$ cat src/rtl/wb_uart_lite_pkg.sv
// Shared definitions for the lite Wishbone UART:
// register offsets, STATUS/IER bit positions, FSM states.
package wb_uart_lite_pkg;

    localparam logic [2:0] ADR_DATA   = 3'd0;
    localparam logic [2:0] ADR_STATUS = 3'd1;
    localparam logic [2:0] ADR_DIV_LO = 3'd2;
    localparam logic [2:0] ADR_DIV_HI = 3'd3;
    localparam logic [2:0] ADR_IER    = 3'd4;

    localparam int ST_RX_VALID = 0;
    localparam int ST_TX_FULL  = 1;
    localparam int ST_TX_EMPTY = 2;
    localparam int ST_TX_IDLE  = 3;
    localparam int ST_RX_OVR   = 4;
    localparam int ST_RX_FERR  = 5;

    localparam int IER_RX = 0;
    localparam int IER_TX = 1;

    typedef enum logic [1:0] {
        S_IDLE,
        S_START,
        S_DATA,
        S_STOP
    } uart_state_e;

    // Divisors below 2 would make the mid-bit sample point degenerate.
    function automatic logic [15:0] eff_div(input logic [15:0] d);
        return (d < 16'd2) ? 16'd2 : d;
    endfunction

endpackage

$ cat src/rtl/wb_uart_lite_fifo.sv
// Single-clock TX FIFO, first-word-fall-through read port.
// A push while full is dropped, even if a pop happens the same cycle.
module wb_uart_lite_fifo #(
    parameter int DEPTH = 16,
    parameter int W     = 8
) (
    input  logic                     clk,
    input  logic                     rst_n,
    input  logic                     push,
    input  logic [W-1:0]             wdata,
    input  logic                     pop,
    output logic [W-1:0]             rdata,
    output logic                     full,
    output logic                     empty,
    output logic [$clog2(DEPTH):0]   count
);

    localparam int AW = $clog2(DEPTH);
    localparam int CW = AW + 1;

    logic [W-1:0]  mem [DEPTH];
    logic [AW-1:0] wr_ptr;
    logic [AW-1:0] rd_ptr;
    logic          do_push;
    logic          do_pop;

    assign full    = (count == CW'(DEPTH));
    assign empty   = (count == '0);
    assign do_push = push & ~full;
    assign do_pop  = pop & ~empty;
    assign rdata   = mem[rd_ptr];

    always_ff @(posedge clk) begin
        if (do_push) begin
            mem[wr_ptr] <= wdata;
        end
    end

    always_ff @(posedge clk or negedge rst_n) begin
        if (!rst_n) begin
            wr_ptr <= '0;
            rd_ptr <= '0;
            count  <= '0;
        end else begin
            if (do_push) begin
                wr_ptr <= wr_ptr + AW'(1);
            end
            if (do_pop) begin
                rd_ptr <= rd_ptr + AW'(1);
            end
            case ({do_push, do_pop})
                2'b10:   count <= count + CW'(1);
                2'b01:   count <= count - CW'(1);
                default: count <= count;
            endcase
        end
    end

endmodule

$ cat src/rtl/wb_uart_lite.sv
// Lite UART with an 8-bit classic Wishbone slave port,
// TX FIFO, single-byte RX holding register and level interrupt.
module wb_uart_lite
    import wb_uart_lite_pkg::*;
#(
    parameter int          TX_FIFO_DEPTH = 16,
    parameter logic [15:0] DIV_RESET     = 16'd15
) (
    input  logic       wb_clk_i,
    input  logic       wb_rst_ni,
    input  logic [2:0] wb_adr_i,
    input  logic [7:0] wb_dat_i,
    input  logic       wb_we_i,
    input  logic       wb_cyc_i,
    input  logic       wb_stb_i,
    input  logic [2:0] wb_cti_i,
    input  logic [1:0] wb_bte_i,
    output logic [7:0] wb_dat_o,
    output logic       wb_ack_o,
    output logic       wb_err_o,
    output logic       wb_rty_o,
    output logic       tx_o,
    input  logic       rx_i,
    output logic       int_o
);

    localparam int CW = $clog2(TX_FIFO_DEPTH) + 1;

    logic          acc;
    logic          wr;
    logic          rd;
    logic [7:0]    rdata;
    logic [7:0]    status;
    logic [7:0]    div_lo;
    logic [7:0]    div_hi;
    logic [15:0]   div_eff;
    logic [1:0]    ier;
    logic [7:0]    rx_hold;
    logic          rx_valid;
    logic          rx_ovr;
    logic          rx_ferr;
    logic          rx_done;
    logic          rx_bad;
    logic          tx_push;
    logic          tx_pop;
    logic [7:0]    fifo_rdata;
    logic          tx_full;
    logic          tx_empty;
    logic          tx_idle;
    logic [CW-1:0] fifo_cnt_unused;
    logic          bus_unused;

    uart_state_e tx_state;
    logic [15:0] tx_cnt;
    logic [2:0]  tx_bit;
    logic [7:0]  tx_sh;

    uart_state_e rx_state;
    logic [15:0] rx_cnt;
    logic [15:0] rx_div;
    logic [15:0] rx_half;
    logic [2:0]  rx_bit;
    logic [7:0]  rx_sh;
    logic        rx_m;
    logic        rx_s;
    logic        rx_q;

    assign wb_err_o   = 1'b0;
    assign wb_rty_o   = 1'b0;
    assign bus_unused = ^{wb_cti_i, wb_bte_i};

    assign acc     = wb_cyc_i & wb_stb_i & ~wb_ack_o;
    assign wr      = acc & wb_we_i;
    assign rd      = acc & ~wb_we_i;
    assign div_eff = eff_div({div_hi, div_lo});
    assign tx_push = wr && (wb_adr_i == ADR_DATA);
    assign tx_idle = tx_empty && (tx_state == S_IDLE);
    assign tx_pop  = !tx_empty
                     && ((tx_state == S_IDLE)
                     || (tx_state == S_STOP && tx_cnt == 16'd0));
    assign rx_half = (rx_div >> 1) + {15'd0, rx_div[0]};

    wb_uart_lite_fifo #(
        .DEPTH (TX_FIFO_DEPTH),
        .W     (8)
    ) u_fifo (
        .clk   (wb_clk_i),
        .rst_n (wb_rst_ni),
        .push  (tx_push),
        .wdata (wb_dat_i),
        .pop   (tx_pop),
        .rdata (fifo_rdata),
        .full  (tx_full),
        .empty (tx_empty),
        .count (fifo_cnt_unused)
    );

    always_comb begin
        status              = 8'h00;
        status[ST_RX_VALID] = rx_valid;
        status[ST_TX_FULL]  = tx_full;
        status[ST_TX_EMPTY] = tx_empty;
        status[ST_TX_IDLE]  = tx_idle;
        status[ST_RX_OVR]   = rx_ovr;
        status[ST_RX_FERR]  = rx_ferr;
    end

    always_comb begin
        rdata = 8'h00;
        case (wb_adr_i)
            ADR_DATA:   rdata = rx_valid ? rx_hold : 8'h00;
            ADR_STATUS: rdata = status;
            ADR_DIV_LO: rdata = div_lo;
            ADR_DIV_HI: rdata = div_hi;
            ADR_IER:    rdata = {6'd0, ier};
            default:    rdata = 8'h00;
        endcase
    end

    // Bus side effects and RX arrivals share one block so a
    // completion racing a DATA read resolves in a single place.
    always_ff @(posedge wb_clk_i or negedge wb_rst_ni) begin
        if (!wb_rst_ni) begin
            wb_ack_o <= 1'b0;
            wb_dat_o <= 8'h00;
            div_lo   <= DIV_RESET[7:0];
            div_hi   <= DIV_RESET[15:8];
            ier      <= 2'b00;
            rx_hold  <= 8'h00;
            rx_valid <= 1'b0;
            rx_ovr   <= 1'b0;
            rx_ferr  <= 1'b0;
            int_o    <= 1'b0;
        end else begin
            wb_ack_o <= acc;
            wb_dat_o <= rd ? rdata : 8'h00;
            if (wr) begin
                case (wb_adr_i)
                    ADR_DIV_LO: div_lo <= wb_dat_i;
                    ADR_DIV_HI: div_hi <= wb_dat_i;
                    ADR_IER:    ier    <= wb_dat_i[1:0];
                    default:    ;
                endcase
            end
            if (rd && wb_adr_i == ADR_STATUS) begin
                rx_ovr  <= 1'b0;
                rx_ferr <= 1'b0;
            end
            if (rd && wb_adr_i == ADR_DATA) begin
                rx_valid <= 1'b0;
            end
            if (rx_done) begin
                if (rx_valid && !(rd && wb_adr_i == ADR_DATA)) begin
                    rx_ovr <= 1'b1;
                end else begin
                    rx_hold  <= rx_sh;
                    rx_valid <= 1'b1;
                end
            end
            if (rx_bad) begin
                rx_ferr <= 1'b1;
            end
            int_o <= (ier[IER_RX] & rx_valid) | (ier[IER_TX] & tx_empty);
        end
    end

    always_ff @(posedge wb_clk_i or negedge wb_rst_ni) begin
        if (!wb_rst_ni) begin
            tx_state <= S_IDLE;
            tx_o     <= 1'b1;
            tx_cnt   <= 16'd0;
            tx_bit   <= 3'd0;
            tx_sh    <= 8'h00;
        end else begin
            case (tx_state)
                S_IDLE: begin
                    if (!tx_empty) begin
                        tx_state <= S_START;
                        tx_o     <= 1'b0;
                        tx_sh    <= fifo_rdata;
                        tx_cnt   <= div_eff;
                    end
                end
                S_START: begin
                    if (tx_cnt == 16'd0) begin
                        tx_state <= S_DATA;
                        tx_o     <= tx_sh[0];
                        tx_bit   <= 3'd0;
                        tx_cnt   <= div_eff;
                    end else begin
                        tx_cnt <= tx_cnt - 16'd1;
                    end
                end
                S_DATA: begin
                    if (tx_cnt == 16'd0) begin
                        tx_cnt <= div_eff;
                        if (tx_bit == 3'd7) begin
                            tx_state <= S_STOP;
                            tx_o     <= 1'b1;
                        end else begin
                            tx_bit <= tx_bit + 3'd1;
                            tx_sh  <= {1'b0, tx_sh[7:1]};
                            tx_o   <= tx_sh[1];
                        end
                    end else begin
                        tx_cnt <= tx_cnt - 16'd1;
                    end
                end
                S_STOP: begin
                    if (tx_cnt == 16'd0) begin
                        if (!tx_empty) begin
                            tx_state <= S_START;
                            tx_o     <= 1'b0;
                            tx_sh    <= fifo_rdata;
                            tx_cnt   <= div_eff;
                        end else begin
                            tx_state <= S_IDLE;
                        end
                    end else begin
                        tx_cnt <= tx_cnt - 16'd1;
                    end
                end
                default: tx_state <= S_IDLE;
            endcase
        end
    end

    // Counts up from the start edge; samples mid-bit and leaves STOP
    // at its sample point so a following start edge is not missed.
    always_ff @(posedge wb_clk_i or negedge wb_rst_ni) begin
        if (!wb_rst_ni) begin
            rx_state <= S_IDLE;
            rx_cnt   <= 16'd0;
            rx_div   <= 16'd2;
            rx_bit   <= 3'd0;
            rx_sh    <= 8'h00;
            rx_m     <= 1'b1;
            rx_s     <= 1'b1;
            rx_q     <= 1'b1;
            rx_done  <= 1'b0;
            rx_bad   <= 1'b0;
        end else begin
            rx_m    <= rx_i;
            rx_s    <= rx_m;
            rx_q    <= rx_s;
            rx_done <= 1'b0;
            rx_bad  <= 1'b0;
            case (rx_state)
                S_IDLE: begin
                    if (rx_q && !rx_s) begin
                        rx_state <= S_START;
                        rx_cnt   <= 16'd0;
                        rx_div   <= div_eff;
                    end
                end
                S_START: begin
                    if (rx_cnt == rx_half && rx_s) begin
                        rx_state <= S_IDLE;
                    end else if (rx_cnt == rx_div) begin
                        rx_state <= S_DATA;
                        rx_cnt   <= 16'd0;
                        rx_bit   <= 3'd0;
                        rx_div   <= div_eff;
                    end else begin
                        rx_cnt <= rx_cnt + 16'd1;
                    end
                end
                S_DATA: begin
                    if (rx_cnt == rx_half) begin
                        rx_sh <= {rx_s, rx_sh[7:1]};
                    end
                    if (rx_cnt == rx_div) begin
                        rx_cnt <= 16'd0;
                        rx_div <= div_eff;
                        if (rx_bit == 3'd7) begin
                            rx_state <= S_STOP;
                        end else begin
                            rx_bit <= rx_bit + 3'd1;
                        end
                    end else begin
                        rx_cnt <= rx_cnt + 16'd1;
                    end
                end
                S_STOP: begin
                    if (rx_cnt == rx_half) begin
                        rx_state <= S_IDLE;
                        rx_done  <= rx_s;
                        rx_bad   <= ~rx_s;
                    end else begin
                        rx_cnt <= rx_cnt + 16'd1;
                    end
                end
                default: rx_state <= S_IDLE;
            endcase
        end
    end

endmodule
$ cat config.mk
export PLATFORM = sky130hd
export DESIGN_NAME = wb_uart_lite
export DESIGN_NICKNAME = d
export VERILOG_FILES = /design/src/rtl/wb_uart_lite_pkg.sv /design/src/rtl/wb_uart_lite_fifo.sv /design/src/rtl/wb_uart_lite.sv
export SDC_FILE = /design/constraint.sdc
export NUM_CORES = 1
export LEC_CHECK = 0
export ABC_AREA = 0
export BUFFER_PORTS_ARGS = -buffer_cell sky130_fd_sc_hd__buf_4
export CORE_MARGIN = 5
export CORE_UTILIZATION = 56
export DETAILED_ROUTE_END_ITERATION = 16
export PLACE_DENSITY = 0.76
export SKIP_CTS_REPAIR_TIMING = 1
export SLEW_MARGIN = 10
export SYNTH_ARGS = -nofsm -noshare
export SYNTH_HDL_FRONTEND = slang
export SYNTH_SLANG_ARGS = --single-unit
$ cat constraint.sdc
create_clock -name wb_clk_i -period 3.7 [get_ports wb_clk_i]
set_clock_uncertainty 0.2 [all_clocks]
set_input_delay 0.74 -clock wb_clk_i [delete_from_list [all_inputs] [get_ports wb_clk_i]]
set_output_delay 0.74 -clock wb_clk_i [all_outputs]
set_load 0.02 [all_outputs]
* After elaboration in Yosys (flattened, before gate mapping)
Memories as Yosys holds them, arrays and structs flattened. Index checks and enable logic that the tools add are counted.
Operators by class: add/subtract/negate cells 9, equal/unequal tests 32, bitwise operators 15, magnitude comparators 1, multiplexer cells 66, reduce and logical (&&, ||, !) cells 38
Operators by type and width (number):
- 16-bit 2-to-1 mux | 11
- 16-bit one-hot mux with 3 select lines | 2
- 16-bit one-hot mux with 4 select lines | 1
- 8-bit 2-to-1 mux | 6
- 8-bit one-hot mux with 5 select lines | 1
- 16-bit equality test | 2
- 2-bit != test (second input constant) | 13
- 8-bit one-hot mux with 3 select lines | 1
- 2-bit 2-to-1 mux | 11
- 3-bit 2-to-1 mux | 7
- 1-bit 2-to-1 mux | 20
- 15-bit by 1-bit adder with 16-bit output | 1
- 16-bit by 1-bit adder with 16-bit output (second input constant) | 1
- 16-bit zero test | 1
- 16-bit by 2-bit < comparator with 1-bit output (second input constant) | 1
- 2-bit one-hot mux with 4 select lines | 2
- 16-bit by 1-bit subtractor with 16-bit output (second input constant) | 1
- 5-bit AND reduction | 3
- 3-bit one-hot mux with 2 select lines | 2
- 2-bit equality test (second input constant) | 5
- 5-bit one-hot mux with 2 select lines | 1
- 2-bit AND reduction | 5
- 3-bit equality test (second input constant) | 3
- 1-bit logical AND | 9
- 24 further kinds | 51
Storage, ports and cells: memories kept 1, bits of input ports 22, output and inout port bits 13, logic and storage cells 190, bits in registers 132, memory bits (writable) 128
Memories:
- u_fifo.mem | depth 16, bits a word 8, read ports 1, clocked after memory_dff 0, write ports 1, RTL line wb_uart_lite_fifo.sv:21 | logic [W-1:0] mem [DEPTH];

* Logic depth before layout (Yosys ltp)
Gate-level depths: netlist of the first run.
depth after elaboration 8, gate-level depth with buffers 15

* By module
From an unflattened synthesis of the first run, not the netlist that was laid out.
Second synthesis, totals: cells, all modules 990, area, all modules 12533.3 um2
Modules (own cells, without submodules):
- wb_uart_lite | area an instance 6795.3 um2, times used 1, cells an instance 671
- wb_uart_lite_fifo | area an instance 5738.0 um2, times used 1, cells an instance 319

* Worst setup path after synthesis of the first run
Ideal clock, no wire load.
path type reg2reg, start point register tx_cnt[0], end point register u_fifo.count[4], cell stages (with the launch flop) 16, path buffers 0, data arrival time 3584 ps, required time 3375 ps, slack -209 ps, setup time 125 ps, cells stage by stage dfrtp_1 inv_1 ha_1 or4b_4 nand2b_4 or3b_4 nor3_1 a21oi_1 nor2_1 ha_1 ha_1 a21o_1 a21oi_1 xor2_1 nor2_1 xor2_1
Between the ends: cells in the longest elaborated chain, start to end 7, elaborated cells between the ends (all ways) 9, those cells by class eq/ne (2); mux (1); bitwise (1); reduce/logical (5)
Ends and longest elaborated chain:
- start, declared | RTL line wb_uart_lite.sv:54 | logic [15:0] tx_cnt;
- start signal, assigned | RTL line wb_uart_lite.sv:181 | tx_cnt <= div_eff;
- start signal, assigned | RTL line wb_uart_lite.sv:189 | tx_cnt <= div_eff;
- start signal, assigned | RTL line wb_uart_lite.sv:191 | tx_cnt <= tx_cnt - 16'd1;
- 16-bit zero test (*) | RTL line wb_uart_lite.sv:80 | || (tx_state == S_STOP && tx_cnt == 16'd0));
- 1-bit logical AND (*) | RTL line wb_uart_lite.sv:80
- 1-bit logical OR (*) | RTL line wb_uart_lite.sv:80
- 1-bit logical AND (*) | RTL line wb_uart_lite.sv:79 | && ((tx_state == S_IDLE)
- 1-bit bitwise AND (*) | RTL line wb_uart_lite_fifo.sv:30 | assign do_pop = pop & ~empty;
- via u_fifo.do_pop | RTL line wb_uart_lite_fifo.sv:25 | logic do_pop;
- 2-bit by 1-bit equality test with 1-bit output or 2-bit equality test (tied branches) | RTL line wb_uart_lite_fifo.sv:51 | case ({do_push, do_pop})
- 5-bit one-hot mux with 2 select lines or 2-bit nonzero test (tied branches)
- end signal, assigned | RTL line wb_uart_lite_fifo.sv:52 | 2'b10: count <= count + CW'(1);
- end signal, assigned | RTL line wb_uart_lite_fifo.sv:53 | 2'b01: count <= count - CW'(1);
- end signal, assigned | RTL line wb_uart_lite_fifo.sv:54 | default: count <= count;
- end, declared | RTL line wb_uart_lite_fifo.sv:15 | output logic [$clog2(DEPTH):0] count
Mark *: on every way through the listed nets, which the timed path passes. The rest lies on a longest branch. A chain may end at the register's enable or synchronous reset.

* Worst setup path in the final report of the first run
start point register tx_cnt[0], end point register u_fifo.count[3]
The elaborated chain is that of the path after synthesis.

==> metrics.md, run 1 <==
| Metric | Value |
|---|---|
| Total number of vias | 8017 |
| Vias in the first global route | 8004 |
| Pin count of the biggest net entering global routing | 69 |
| Worst min-delay path category | in2async |
| Remaining Overflow, GRT | 0 |
| Largest family of logic cells by synthesized area | multiplexers |
| Max_slew headroom | 55.1% |
| Unrepaired setup endpoints after global routing | true |
| Post-Synth Adder-Cell Area | 2.99% |
| First DRT Iteration DRCs | 639 |
| Critical path launch point type | flip-flop |
| Peak VDD IR | 0.429 mV |
| Max-Cap Viols | 0 |
| Antenna-violating nets left | 0 |
| Ys flop type | edfxtp_1 |
| Inserted Clock Buffers | 28 |
| Die Area | 25200 um2 |
| Register area share after synthesis | 57.7% |
| # DRC | 0 |
| FP Rows | 54 |
| Layout cells sized above 1 | 21.5% |
| CTS H-tree depth | 1 |
| Commonest non-fill, non-tap cell in the layout | edfxtp_1 |
| Final WS setup | 0.161 ns |
| I/O Buffers | 27 |
| Io pins | 35 |
| Post-synth EDFFs | 128 |
| Synthesized instance count | 980 |
| Sink Count | 260 |
| Pwr dens | 748 nW/um2 |
| First-pass GRT wire length | 43700 um |
| Wirelength per Cell | 20.2 um |
| CTS tree | yes |
| Routability cong. | 0.821 |
| Final count of pins violating max slew | 0 |
| Simple-gate share of the synthesized area | 10.0% |
| FF+latch count, synth | 260 |
| CP arrival | 3.75 ns |
| Crit-path max FO | 4 |
| Mux cell area share after synthesis | 12.7% |
| CP Data Required Time | 3.91 ns |
| P_leak | 5.65 nW |
| Pre-CTS setup slack | 0.0976 ns |
| Post-synth top area share | 31.0% |
| 1st-pass router iterations | 5 |
| Post-synthesis cell type count | 72 |
| Root buffer cell | clkbuf_16 |
| Final Hold Slack | -0.0187 ns |
| Async set or reset register ratio after synthesis | 50.8% |
| Final hold vios | 4 |
| Starting Density | 56.8% |
| Core Area | 21800 um2 |
| Antenna Cells | 0 |
| Critical setup path kind | reg2reg |
| YS warnings | 0 |
| PnR Total Power | 0.0105 W |
| Slowest cell on the critical path | or4b_4 |
| Total track usage | 21.0% |
| Syn avg cell area | 12.7 um2 |
| Vias per inst | 6.03 |
| Period utilisation layout | 95.6% |
| Outcome | complete, but fails checks |
| Die width | 159 um |
| Post-Syn Area | 12400 um2 |
| Max incr delay on CP | 0.48 ns |
| XOR/XNOR Fraction of Synth Area | 4.10% |
| Height of the die | 159 um |
| Worst-Skew Late Latency | 0.54 ns |
| Fillers | 1575 |
| Final wirelength | 26900 um |
| Least-Margin Pin Slew | 0.671 ns |
| Clock-pin slew of the registers on the worst-case setup and hold paths | 0.06 ns |
| Fin crit period | 3.54 ns |
| Synth area leader | edfxtp_1 |
| Crit-path cells | inv_1 -> ha_1 -> or4b_4 -> nand2b_4 -> or3b_4 -> nor3_4 -> a21oi_2 -> nor2_2 -> ha_2 -> buf_4 -> ha_1 -> a21o_1 -> a21oi_2 -> xor2_1 -> o21ai_0 |
| Clk buf depth | 3 |
| Fmax | 283 MHz |
| Worst R2R Path Depth | 15 |
| Failing checks | hold timing |
| Net count reported at finish | 1080 |
| Final setup violating endpoints | 0 |
| Dominant cells by area after synthesis | edfxtp_1 31%, dfrtp_1 25%, mux2_2 4.8%, mux4_2 3.6%, mux2i_1 3.4% |
| Synth Area in Compound Gates | 9.84% |
| Area growth, synth to finish | 13.5% |
| DP HPWL | 17700 um |
| Initial antenna violation count | 0 |
| CP endpoint kind | flip-flop |
| Most frequent cells in the layout | 128 x edfxtp_1, 122 x dfrtp_1, 70 x buf_4 |
| Worst reg-to-reg setup slack | 0.16 ns |
-- worst paths after layout --
path	start	end
max	tx_cnt[0]	u_fifo.count[3]
min	wb_rst_ni	u_fifo.rd_ptr[3]
max reg2reg	tx_cnt[0]	u_fifo.count[3]
min reg2reg	rx_m	rx_s
max in group asynchronous	wb_rst_ni	rx_div[1]
min in group wb_clk_i	rx_i	rx_m
-- registers in the layout (all words and copies together) (netlist names), 2 cells and up, named ones only --
signal / cells
tx_bit: 3
u_fifo.wr_ptr: 4
rx_sh: 8
u_fifo.count: 5
div_lo: 8
u_fifo.mem: 128
rx_hold: 8
rx_bit: 3
u_fifo.rd_ptr: 4
tx_cnt: 16
tx_sh: 8
rx_cnt: 16
div_hi: 8
tx_state: 2
ier: 2
rx_div: 16
wb_dat_o: 8
-- layout make-up --
type                            count  area (um2)  share of cell area (%)
Inverter                           21        78.8                   0.560
Clock buffer                       36         751                    5.34
Multi-Input combinational cell    645        4950                    35.2
Sequential cell                   260        7160                    50.9
Timing Repair Buffer               73         577                    4.10
Clock inverter                     15         208                    1.48
Tap cell                          280         350                    2.49
-- synthesized netlist by cell type (3+ instances only) --
cell type  count
edfxtp_1     128
dfrtp_1      123
nor2_1        63
nand2_1       55
mux2_2        53
o21ai_0       53
a21oi_1       50
mux2i_1       42
xnor2_1       33
clkbuf_1      31
ha_1          28
nand3_1       27
xor2_1        25
inv_1         21
mux4_2        20
nor3_1        19
o22ai_1       15
o21ai_1       14
a22oi_1       11
nor4_1        11
nand2b_1      10
and2_1         9
buf_1          9
dfstp_2        9
mux2_1         9
nor2b_1        9
a221oi_1       8
and3_1         8
buf_2          8
o31ai_1        8
a21o_1         5
nand4_1        5
buf_4          4
a32o_1         3
buf_6          3
nand4b_1       3
o211ai_1       3
o21a_1         3
-- layer usage --
metal	vias to the layer above	track usage, %	part of all wire, %	routed length (um)
li1	3715	-	-	-
met1	4017	27.8	41	11000
met2	235	36.5	51	13800
met3	50	3.08	5.2	1400
met4	0	5.67	2.6	688
met5	-	0	0	0
-- worst max-delay path, delay by kind of cell (launching register included) --
family,cells,cell delay (ns)
DFF,1,0.38
adders and majority gates,3,0.59
AOI/OAI and AO/OA,4,0.54
xor gates and xnor gates,1,0.15
buffers and inverters,2,0.20
and+or+nand+nor,5,1.37
-- power breakdown --
group,switching [W],internal (W),total (W)
logic,0.00197,0.00170,0.00367
registers,0.000564,0.00341,0.00398
clock network,0.00111,0.00178,0.00289
total,0.00364,0.00689,0.0105
-- through the flow --
| stage | setup TNS, ns | utilization [%] | area (um2) | std cells |
|---|---|---|---|---|
| after floorplan | 0 | - | 12400 | 981 |
| after global placement | 0 | 59.9 | 13100 | 1277 |
| after detailed placement | 0 | 59.9 | 13100 | 1277 |
| after CTS | 0 | 64.3 | 14000 | 1328 |
| after global routing | -0.0264 | 64.5 | 14100 | 1330 |
| final | 0 | 64.5 | 14100 | 1330 |
-- cells by family (layout without fill, tap and decap cells) --
group                      after synthesis  count (layout)
DFF                                    260             260
buffers and inverters                   76             145
xor gates and xnor gates                58              58
AOI/OAI and AO/OA                      193             193
adders and majority gates               29              29
muxes                                  124             124
and+or+nand+nor                        239             239
other                                    1               2
Power figures use the tool's default switching activity.
==> inputs of run 2 (changes only) <==
==> constraint.sdc (replaced) <==
create_clock -name wb_clk_i -period 2.85 [get_ports wb_clk_i]
set_clock_uncertainty 0.2 [all_clocks]
set_input_delay 0.57 -clock wb_clk_i [delete_from_list [all_inputs] [get_ports wb_clk_i]]
set_output_delay 0.57 -clock wb_clk_i [all_outputs]
set_load 0.02 [all_outputs]
==> run 2 against run 1 <==
Net effect:
- the run ends with setup timing left
- non-clock buffer count grew 79
- count of clock-buffer cells in the layout is 1 lower
- register-to-register slack lost 0.73 ns
- first-iteration DRC count shrank 25%
- worst setup slack got worse by 0.73 ns
- largest power group is now combinational logic
- global-route usage up 1.3 points
- final cell count increased by 5.9%
- sequential share of layout area fell by 3.3 points
- critical path type unchanged
==> metrics.md, run 2 (synthesized netlist as in run 1, its figures left out) <==
| Metric | Value |
|---|---|
| Clock-pin slew of the registers on the worst-case setup and hold paths | 0.06 ns |
| Starting Density | 56.8% |
| Layout cells sized above 1 | 31.8% |
| HP Start | wb_stb_i |
| Critical setup path kind | reg2reg |
| Least-Margin Pin Slew | 0.632 ns |
| Final wirelength | 29100 um |
| Crit. Startpoint | tx_cnt[0] |
| FP Rows | 54 |
| Largest register FFs | 128 |
| Initial antenna violation count | 0 |
| Antenna-violating nets left | 0 |
| Top reg by flops | u_fifo.mem |
| 1st-pass router iterations | 6 |
| First DRT Iteration DRCs | 480 |
| # DRC | 0 |
| Height of the die | 159 um |
| Antenna Cells | 0 |
| Critical path launch point type | flip-flop |
| CP arrival | 3.65 ns |
| Worst-Skew Late Latency | 0.56 ns |
| Inserted Clock Buffers | 27 |
| Fillers | 1455 |
| Final setup violating endpoints | 80 |
| Root buffer cell | clkbuf_16 |
| CP endpoint kind | flip-flop |
| Max_slew headroom | 57.9% |
| Vias per inst | 6.04 |
| Total number of vias | 8515 |
| Io pins | 35 |
| Area after DPL | 13800 um2 |
| Sink Count | 260 |
| Routability cong. | 0.835 |
| R2R Path Start | tx_cnt[0] |
| Wirelength per Cell | 20.7 um |
| Die width | 159 um |
| Fin area | 15100 um2 |
| Vias in the first global route | 8636 |
| Placed cells | 1346 |
| Final hold vios | 0 |
| CTS H-tree depth | 1 |
| Final WS setup | -0.572 ns |
| Total track usage | 22.3% |
| P_leak | 6.15 nW |
| Commonest non-fill, non-tap cell in the layout | buf_4 |
| Crit-path max FO | 5 |
| I/O Buffers | 27 |
| Most frequent cells in the layout | 129 x buf_4, 128 x edfxtp_1, 122 x dfrtp_1 |
| Clk buf depth | 3 |
| Worst min-delay path category | in2reg |
| Max-Cap Viols | 0 |
| First-pass GRT wire length | 46300 um |
| Non-filler cells in the finished layout | 1409 |
| Peak VDD IR | 0.553 mV |
| Core Area | 21800 um2 |
| CP Data Required Time | 3.08 ns |
| Final count of pins violating max slew | 0 |
| Pwr dens | 988 nW/um2 |
| Fin util | 69.0% |
| Outcome | complete, but fails checks |
| Unrepaired setup endpoints after global routing | true |
| Area growth, synth to finish | 21.4% |
| DP HPWL | 19200 um |
| Failing checks | setup timing |
| Die Area | 25200 um2 |
| Net count reported at finish | 1159 |
| Period utilisation layout | 120% |
| Pin count of the biggest net entering global routing | 55 |
| CTS tree | yes |
| Remaining Overflow, GRT | 0 |
| Fmax | 292 MHz |
| Fin crit period | 3.42 ns |
-- run 2: cell count changes in the layout (fill, tap and decap cells not counted), sizes merged, moves of 2 or more --
cell         delta
inv             +2
bufinv          -3
clkinvlp        +3
buf            +76
dlygate4sd3     +2
clkinv          -2
-- run 2: per-stage QoR --
stage	TNS [ns]	total power, W	worst slack (ns)	hold slack (ns)
floorplan	-9.11	0.00888	-0.619	0.0744
CTS	-22.84	0.0143	-0.616	-0.206
finish	-19.72	0.0149	-0.572	0.0801
detailed placement	-21.66	0.0108	-0.608	0.148
global route	-29.37	0.0157	-0.683	0.0821
global placement	-19.59	0.0106	-0.550	0.149
-- run 2: metal layers --
metal	global-route usage, %	wire, um	vias to the layer above
met1	29.5	11700	4290
met5	0	0	-
met2	38.5	15000	282
met3	3.40	1740	65
met4	6.34	734	0
li1	-	-	3878
-- run 2: layout make-up --
cell class / count / area [um2] / share of cell area [%]
clock buffers: 35 / 761 / 5.05
well taps: 280 / 350 / 2.33
clock inverters: 15 / 151 / 1.01
inverters: 21 / 78.8 / 0.524
multi-input cells: 646 / 5270 / 35.0
repair buffers: 152 / 1280 / 8.52
flip-flops and latches: 260 / 7160 / 47.6
-- run 2: worst paths after layout --
| check | to | slack, ns | cells past startpoint |
|---|---|---|---|
| max | u_fifo.count[3] | -0.57 | 15 |
| min | wb_ack_o | 0.08 | 3 |
| max reg2reg | u_fifo.count[3] | -0.57 | 15 |
| min reg2reg | rx_s | 0.16 | 0 |
| max in group asynchronous | ier[1] | 1.39 | 3 |
| min in group asynchronous | tx_state[1] | 0.36 | 2 |
-- run 2: power by group --
part / internal (W) / switching, W
clock: 0.00208 / 0.00149
combinational: 0.00309 / 0.00319
sequential: 0.00443 / 0.000583
total: 0.00961 / 0.00526
-- run 2: worst max-delay path, cell delays in order, from the launching register on --
cell and delay, ns:
dfrtp_1 0.39, inv_1 0.06, ha_2 0.18, or4b_4 0.48, nand2b_4 0.16, or3b_4 0.39
nor3_4 0.15, a21oi_2 0.11, nor2_4 0.14, ha_4 0.20, buf_4 0.14, ha_4 0.19
a21o_1 0.18, a21oi_2 0.12, xor2_1 0.16, o21ai_1 0.07
